[src/rtl/shifter_pkg.sv]
// Shared types and constants for the iterative shifter: shift kinds, FSM states,
// datapath width and the iteration-count helper.
package shifter_pkg;

  localparam int unsigned SHIFT_W = 16;
  localparam int unsigned CNT_W   = 5;

  typedef enum logic [1:0] {
    LSL = 2'b00,
    LSR = 2'b01,
    ASR = 2'b10,
    ROR = 2'b11
  } shift_type_e;

  typedef enum logic [1:0] {
    S_IDLE,
    S_BUSY,
    S_DONE
  } state_e;

  // Rotates only need n mod 16 steps; shifts saturate at a full-width shift.
  function automatic logic [CNT_W-1:0] iter_count(input shift_type_e t, input logic [7:0] n);
    if (t == ROR)
      return {1'b0, n[3:0]};
    else if (n > 8'd16)
      return CNT_W'(16);
    else
      return n[CNT_W-1:0];
  endfunction

endpackage

[src/rtl/shift_step.sv]
// Single-bit shift/rotate step: next accumulator value and the bit shifted out.
module shift_step
  import shifter_pkg::*;
(
  input  logic [SHIFT_W-1:0] i_acc,
  input  shift_type_e        i_type,
  output logic [SHIFT_W-1:0] o_next,
  output logic               o_bit
);

  always_comb begin
    o_next = i_acc;
    o_bit  = 1'b0;
    unique case (i_type)
      LSL: begin
        o_next = {i_acc[SHIFT_W-2:0], 1'b0};
        o_bit  = i_acc[SHIFT_W-1];
      end
      LSR: begin
        o_next = {1'b0, i_acc[SHIFT_W-1:1]};
        o_bit  = i_acc[0];
      end
      ASR: begin
        o_next = {i_acc[SHIFT_W-1], i_acc[SHIFT_W-1:1]};
        o_bit  = i_acc[0];
      end
      ROR: begin
        o_next = {i_acc[0], i_acc[SHIFT_W-1:1]};
        o_bit  = i_acc[0];
      end
      default: ;
    endcase
  end

endmodule

[src/rtl/iter_shifter.sv]
// Iterative 16-bit barrel-shift replacement: one bit per cycle, valid/ready handshake.
// Optional ITER_SHIFTER_EARLY_EXIT_EN ends a shift once the accumulator reaches its fill value.
module iter_shifter
  import shifter_pkg::*;
(
  input  logic               clk_i,
  input  logic               reset_i,
  input  logic               valid_i,
  output logic               ready_o,
  input  logic [SHIFT_W-1:0] rd_data_i,
  input  logic [SHIFT_W-1:0] rm_data_i,
  input  logic [1:0]         shift_type_i,
  input  logic               carry_i,
  output logic               valid_o,
  input  logic               ready_i,
  output logic [SHIFT_W-1:0] data_shifted_o,
  output logic               negative_o,
  output logic               zero_o,
  output logic               carry_o
);

  state_e             r_state;
  logic               r_ready;
  logic               r_valid;
  logic [SHIFT_W-1:0] r_data;
  logic               r_neg;
  logic               r_zero;
  logic               r_cout;
  logic [SHIFT_W-1:0] r_acc;
  shift_type_e        r_type;
  logic [CNT_W-1:0]   r_cnt;
  logic               r_over;

  logic [7:0]         w_n;
  shift_type_e        w_type_in;
  logic [CNT_W-1:0]   w_cnt_init;
  logic               w_zero_carry;
  logic               w_over;
  logic               w_unused_rm;
  logic [SHIFT_W-1:0] w_next;
  logic               w_bit;
  logic               w_last;
  logic               w_early;
  logic               w_early_c;
  logic               w_fin_c;

  assign w_n         = rm_data_i[7:0];
  assign w_unused_rm = ^rm_data_i[SHIFT_W-1:8];
  assign w_type_in   = shift_type_e'(shift_type_i);
  assign w_cnt_init  = iter_count(w_type_in, w_n);
  // A rotate by a nonzero multiple of 16 leaves the data alone but still defines C.
  assign w_zero_carry = (w_type_in == ROR && w_n != '0) ? rd_data_i[SHIFT_W-1] : carry_i;
  assign w_over       = (w_type_in == LSL || w_type_in == LSR) && (w_n > 8'd16);

  shift_step u_step (
    .i_acc  (r_acc),
    .i_type (r_type),
    .o_next (w_next),
    .o_bit  (w_bit)
  );

`ifdef ITER_SHIFTER_EARLY_EXIT_EN
  logic [SHIFT_W-1:0] w_fill;
  assign w_fill    = (r_type == ASR) ? {SHIFT_W{r_acc[SHIFT_W-1]}} : '0;
  assign w_early   = (r_type != ROR) && (w_next == w_fill);
  assign w_early_c = w_fill[0];
`else
  assign w_early   = 1'b0;
  assign w_early_c = 1'b0;
`endif

  assign w_last  = (r_cnt == CNT_W'(1));
  assign w_fin_c = w_last ? (r_over ? 1'b0 : w_bit) : w_early_c;

  always_ff @(posedge clk_i) begin
    if (reset_i) begin
      r_state <= S_IDLE;
      r_ready <= 1'b1;
      r_valid <= 1'b0;
      r_data  <= '0;
      r_neg   <= 1'b0;
      r_zero  <= 1'b0;
      r_cout  <= 1'b0;
      r_acc   <= '0;
      r_type  <= LSL;
      r_cnt   <= '0;
      r_over  <= 1'b0;
    end else begin
      unique case (r_state)
        S_IDLE: begin
          if (valid_i) begin
            r_acc   <= rd_data_i;
            r_type  <= w_type_in;
            r_cnt   <= w_cnt_init;
            r_over  <= w_over;
            r_ready <= 1'b0;
            if (w_cnt_init == '0) begin
              r_state <= S_DONE;
              r_valid <= 1'b1;
              r_data  <= rd_data_i;
              r_neg   <= rd_data_i[SHIFT_W-1];
              r_zero  <= (rd_data_i == '0);
              r_cout  <= w_zero_carry;
            end else begin
              r_state <= S_BUSY;
            end
          end
        end
        S_BUSY: begin
          r_acc <= w_next;
          r_cnt <= r_cnt - CNT_W'(1);
          if (w_last || w_early) begin
            r_state <= S_DONE;
            r_valid <= 1'b1;
            r_data  <= w_next;
            r_neg   <= w_next[SHIFT_W-1];
            r_zero  <= (w_next == '0);
            r_cout  <= w_fin_c;
          end
        end
        S_DONE: begin
          if (ready_i) begin
            r_state <= S_IDLE;
            r_valid <= 1'b0;
            r_ready <= 1'b1;
          end
        end
        default: r_state <= S_IDLE;
      endcase
    end
  end

  assign ready_o        = r_ready;
  assign valid_o        = r_valid;
  assign data_shifted_o = r_data;
  assign negative_o     = r_neg;
  assign zero_o         = r_zero;
  assign carry_o        = r_cout;

endmodule

[config.mk]
export PLATFORM = sky130hd
export DESIGN_NAME = iter_shifter
export DESIGN_NICKNAME = d
export VERILOG_FILES = /design/src/rtl/shifter_pkg.sv /design/src/rtl/shift_step.sv /design/src/rtl/iter_shifter.sv
export SDC_FILE = /design/constraint.sdc
export NUM_CORES = 1
export LEC_CHECK = 0
export ABC_AREA = 1
export CORE_MARGIN = 2
export CORE_UTILIZATION = 51
export CTS_CLUSTER_DIAMETER = 100
export CTS_CLUSTER_SIZE = 16
export DETAILED_ROUTE_END_ITERATION = 10
export PLACE_DENSITY = 0.81
export SLEW_MARGIN = 40
export SYNTH_ARGS = -nofsm -noshare
export SYNTH_HDL_FRONTEND = slang
export SYNTH_HIERARCHICAL = 1
export SYNTH_SLANG_ARGS = --single-unit
[constraint.sdc]
create_clock -name clk_i -period 1.8 [get_ports clk_i]
set_input_delay 0.45 -clock clk_i [delete_from_list [all_inputs] [get_ports clk_i]]
set_output_delay 0.45 -clock clk_i [all_outputs]
set_load 0.01 [all_outputs]
# ---- Word-level counts from Yosys, hierarchy flattened
# Cells that the tools add are included.
dict set report classes {
  add_sub_neg 1
  n_lt_le_gt_ge 1
  n_eq_ne 12
  muxes 39
  n_reduce_logical 20
}
# op n
set ops {}
lappend ops {{$mux 16} 4}
lappend ops {{$pmux 16 s2} 2}
lappend ops {{$pmux 16 s4} 1}
lappend ops {{$logic_not 16->1} 2}
lappend ops {{$mux 1} 17}
lappend ops {{$mux 5} 3}
lappend ops {{$pmux 1 s2} 5}
lappend ops {{$pmux 5 s2} 1}
lappend ops {{$eq 2x2->1 const B} 4}
lappend ops {{$gt 8x5->1 const B} 1}
lappend ops {{$mux 2} 4}
lappend ops {{$ne 2x2->1 const B} 4}
lappend ops {{$reduce_bool 8->1} 1}
lappend ops {{$eq 2x1->1 const B} 3}
lappend ops {{$logic_not 2->1} 3}
lappend ops {{$pmux 2 s3} 1}
lappend ops {{$reduce_and 3->1} 2}
lappend ops {{$eq 5x1->1 const B} 1}
lappend ops {{$logic_not 5->1} 1}
lappend ops {{$reduce_and 5->1} 1}
lappend ops {{$sub 5x1->5 const B} 1}
lappend ops {{$reduce_and 2->1} 2}
lappend ops {{$reduce_and 4->1} 1}
lappend ops {{$reduce_bool 2->1} 2}
lappend ops {{other kinds (5)} 6}
dict set report totals {
  register_bits 47
  in_bits 39
  output_inout_bits 21
  wordCells 84
}

# ---- Logic depth before layout (Yosys ltp)
dict set report depth {
  word_depth 7
  depth_mapped 12
  mapped_depth_nobuf 10
}

# ---- Cells and area by module
# Netlist, hierarchy kept.
# module n_inst cells_per_inst area_per_inst_um2 seq_area_each_um2
set by_module_without_submodules {}
lappend by_module_without_submodules {iter_shifter 1 357 2499.9 920.9}
lappend by_module_without_submodules {shift_step 1 58 296.5 0.0}

# ---- Least setup slack after synthesis
# OpenSTA, ideal clock, no wires.
dict set report synth_path {
  path_type {flip-flop to flip-flop}
  startpoint {reg r_state[0]}
  endpoint {reg r_data[14], in the netlist data_shifted_o[14]}
  t_arrival_ps 1383
  required_time_ps 1684
  slack_ps 301
  path_stages_with_launch 10
  n_path_buf 1
  synth_period_minus_slack_ps 1499
  path_cell_list {dfxtp_1 > inv_1 > ha_1 > inv_2 > or2_4 > a21boi_4 > buf_6 > nand3_2 > nand2_1 > nor2_2}
}
dict set report synth_via {
  elab_chain_len 3
  elab_cells_between_ends 8
  classes_between {4 x eq/ne; 1 x mux; 3 x reduce/logical}
}
# item line_no
set synth_rtl {}
lappend synth_rtl {{start: declaration} iter_shifter.sv:22} ;# state_e r_state;
lappend synth_rtl {{start signal: assignment} iter_shifter.sv:77} ;# r_state <= S_IDLE;
lappend synth_rtl {{start signal: assignment} iter_shifter.sv:98} ;# r_state <= S_DONE;
lappend synth_rtl {{start signal: assignment} iter_shifter.sv:105} ;# r_state <= S_BUSY;
lappend synth_rtl {{$eq 2x1->1 or $logic_not 2->1 (tied branches)} iter_shifter.sv:89} ;# unique case (r_state)
lappend synth_rtl {{$ne 2x2->1 (no source line) or $reduce_bool 2->1 (tied branches)} -}
lappend synth_rtl {{$reduce_and 4->1 (no source line)} -}
lappend synth_rtl {{end signal: assignment} iter_shifter.sv:100} ;# r_data <= rd_data_i;
lappend synth_rtl {{end signal: assignment} iter_shifter.sv:115} ;# r_data <= w_next;
lappend synth_rtl {{end: declaration} iter_shifter.sv:25} ;# logic [SHIFT_W-1:0] r_data;
# Parallel ways exist; a longest one is shown, timed or not.
# A chain may end at the register's enable or synchronous reset.

# ---- Worst setup path in the final report
dict set report layout_path {
  startpoint {reg r_state[1]}
  endpoint {reg r_zero, in the netlist zero_o}
}
dict set report layout_via {
  elab_chain_len 3
  elab_cells_between_ends 8
  classes_between {4 x eq/ne; 1 x mux; 3 x reduce/logical}
}
# item line_no
set layout_rtl {}
lappend layout_rtl {{$eq 2x1->1 or $logic_not 2->1 (tied branches)} iter_shifter.sv:89}
lappend layout_rtl {{$ne 2x2->1 (no source line) or $reduce_bool 2->1 (tied branches)} -}
lappend layout_rtl {{$reduce_and 4->1 (no source line)} -}
lappend layout_rtl {{end signal: assignment} iter_shifter.sv:102} ;# r_zero <= (rd_data_i == '0);
lappend layout_rtl {{end signal: assignment} iter_shifter.sv:117} ;# r_zero <= (w_next == '0);
lappend layout_rtl {{end: declaration} iter_shifter.sv:27} ;# logic r_zero;
# Parallel ways exist; a longest one is shown, timed or not.

==> results.json <==
{
  "run_status": "finished clean",
  "wirelength_um": 6687,
  "synth.area.mux_share_pct": 2.148,
  "crit_path_end_kind": "register",
  "dpl.cell_count": 540,
  "antenna_found_initial": 0,
  "cts_tree": "built",
  "detail_route.wl_per_cell_um": 12.22,
  "drt-pass1-iter-count": 4,
  "post-cts-setup-buffers": 0,
  "synth_edf_count": 0,
  "num_rows": 26,
  "fin_setup_tns_ns": 0,
  "cp_data_arrival_time_ns": 1.90,
  "power.density_mw_per_mm2": 1371,
  "path_clk_slew_ns": 0.08,
  "grt_max_degree": 44,
  "finish.instance_area_mm2": 0.003555,
  "finalCritPeriodShare_pct": 92.20,
  "critPathKind": "register to register",
  "leakagePower_nw": 1.574,
  "antenna_cells": 0,
  "synth-compound-area-share_pct": 17.14,
  "synth-seq-cells": 46,
  "clock_skew_ns": 0.006334,
  "max_freq_mhz": 602.5,
  "netlist.area_leader.share_pct": 32.93,
  "async_flop_share_pct": 0,
  "synth_cells": 415,
  "ys_types": 29,
  "synth-simple-area-share_pct": 32.93,
  "crit_top_cell": "nor2_1",
  "drv_slew": 0,
  "dr.first_iter.drc_count": 245,
  "crit_fanout": 5,
  "synth_nets": 459,
  "synthToLayoutAreaGrowth_pct": 27.11,
  "final_cell_mix": "nand2_1 (101), clkdlybuf4s50_1 (51), nor2_1 (49), dfxtp_1 (46), a21oi_1 (44)",
  "vias": 2840,
  "power_mw": 4.872,
  "rsz0062_at_grt": "false",
  "numCtsBuffers": 5,
  "hold_viol": 0,
  "htreeDepth": 2,
  "place_worst_setup_slack_ns": -0.1063,
  "yosys_warnings": 6,
  "core-area_mm2": 0.005205,
  "final_util_pct": 68.29,
  "via_per_inst": 5.192,
  "holdWs_ns": 0.4701,
  "critical_path.cell_chain": "inv_1 -> ha_2 -> buf_4 -> or2_2 -> nor2_1 -> nand3_1 -> nand2_1 -> nor2_1 -> nor2_1",
  "cts-root-buf": "clkbuf_8",
  "initial_core_util_pct": 53.73,
  "die_area_mm2": 0.006092,
  "drv_cap": 0,
  "yosys.area_share.adder_pct": 2.237,
  "synth_area_leader_cell": "dfxtp_1",
  "ant_nets": 0,
  "clock_path_buffers": 2,
  "critPathLaunchType": "register",
  "drc": 0,
  "fin_cells": 547,
  "slowest_stage": "dfxtp_1",
  "min_period_ns": 1.660,
  "yosys-top-cells-area": "dfxtp_1 (33%), nand2_1 (14%), a21oi_1 (7.9%)",
  "final_common_cell": "nand2_1",
  "synth_area_per_cell_um2": 6.738,
  "syn_area_mm2": 0.002796,
  "io_buffers": 51,
  "grt-ovfl-total": 0,
  "cts.sinks": 46,
  "grt_first_pass_wirelength_um": 11450,
  "cp_num_buf_inv": 2,
  "vdd_drop_max_v": 0.0009474,
  "critical_path_required_ns": 2.04,
  "dp_hpwl_um": 5039,
  "grt_pass1_vias": 2623,
  "drive_gt1_share_pct": 12.37,
  "slew-limit-headroom_pct": 70.91,
  "synth_xor_area_share_pct": 0,
  "critPathMaxStageDelay_ns": 0.37,
  "tightest_slew_ns": 0.4317,
  "setup_violations": 0,
  "postPlaceCellArea_mm2": 0.003473,
  "ys_seq_area_share_pct": 32.93,
  "fin_ws_ns": 0.1404,
  "fp.dieW_um": 78.05,
  "ioPinCount": 60,
  "synth_top_family_by_area": "simple AND/OR/NAND/NOR gates",
  "nNetsFinal": 521,
  "track_usage_pct": 23.19,
  "die_h_um": 78.05,
  "path_delay_family": "simple AND/OR/NAND/NOR gates",
  "gp_congestion": 0.9616,
  "synth-main-ff-cell": "dfxtp_1",
  "clkLatencyLatePin_ns": 0.29,
  "min_path_type": "register to register"
}
-- cells by family (layout without fill, tap and decap cells) --
family                   Yosys count  count (layout)
AND/OR/NAND/NOR                  202             202
multiplexers                       6               6
buffers and inverters             63             125
adder cells (fa/ha/maj)            5               5
flip-flops                        46              46
AO/OA/AOI/OAI                     93              93
-- layout make-up --
type	count	area (µm²)
timing repair buffer	79	795.8
clock inverter	2	10.01
multi-input combinational	306	1525
clock buffer	5	68.82
fill	468	1650
sequential	46	920.9
tap	70	87.58
inverter	39	146.4
-- path summary, 6_finish.rpt --
path                   start  endpoint  slack [ns]  cells past startpoint
hold reg to reg       r_over    r_over        0.47                      2
setup reg to reg  r_state[1]    zero_o        0.14                      9
setup / recovery  r_state[1]    zero_o        0.14                      9
hold / removal        r_over    r_over        0.47                      2
-- cells in the mapped netlist (2+ instances only) --
| master | count |
|---|---|
| nand2_1 | 101 |
| nor2_1 | 49 |
| dfxtp_1 | 46 |
| a21oi_1 | 44 |
| o21ai_0 | 42 |
| inv_1 | 38 |
| nand3_1 | 25 |
| nand3_2 | 12 |
| buf_6 | 9 |
| mux2i_1 | 6 |
| o21ai_1 | 6 |
| buf_2 | 5 |
| ha_1 | 5 |
| nor2_2 | 4 |
| buf_4 | 3 |
| clkbuf_1 | 3 |
| nor3_1 | 3 |
| clkbuf_8 | 2 |
| or2_2 | 2 |
-- worst reg2reg max path: stages, from the launching register on --
cell and delay [ns]:
dfxtp_1 0.37, inv_1 0.08, ha_2 0.22, buf_4 0.16, or2_2 0.29, nor2_1 0.11
nand3_1 0.08, nand2_1 0.13, nor2_1 0.06, nor2_1 0.10
-- power by group --
| part | internal [mW] | total (mW) | switching (mW) |
|---|---|---|---|
| sequential | 1.34 | 1.59 | 0.245 |
| combinational | 1.16 | 2.68 | 1.52 |
| clock | 0.261 | 0.606 | 0.344 |
-- flip-flops by register name, indices dropped and copies added, names as in the netlist --
register	cells
r_acc	16
valid_o	1
data_shifted_o	16
r_over	1
r_type	2
r_state	2
ready_o	1
zero_o	1
r_cnt	5
carry_o	1
-- routing by layer --
| metal | track usage [%] | routed length [µm] |
|---|---|---|
| met1 | 28.49 | 2860 |
| met2 | 40.60 | 3313 |
| met3 | 3.793 | 359 |
| met4 | 8.947 | 153 |
| met5 | 0 | 0 |
-- what timing repair did --
action,4_1_cts,5_1_grt
hold buffers,0,0
setup endpoints to repair,0,2
gates resized for setup,0,1
No activity file was read; power rests on OpenSTA's default activity.
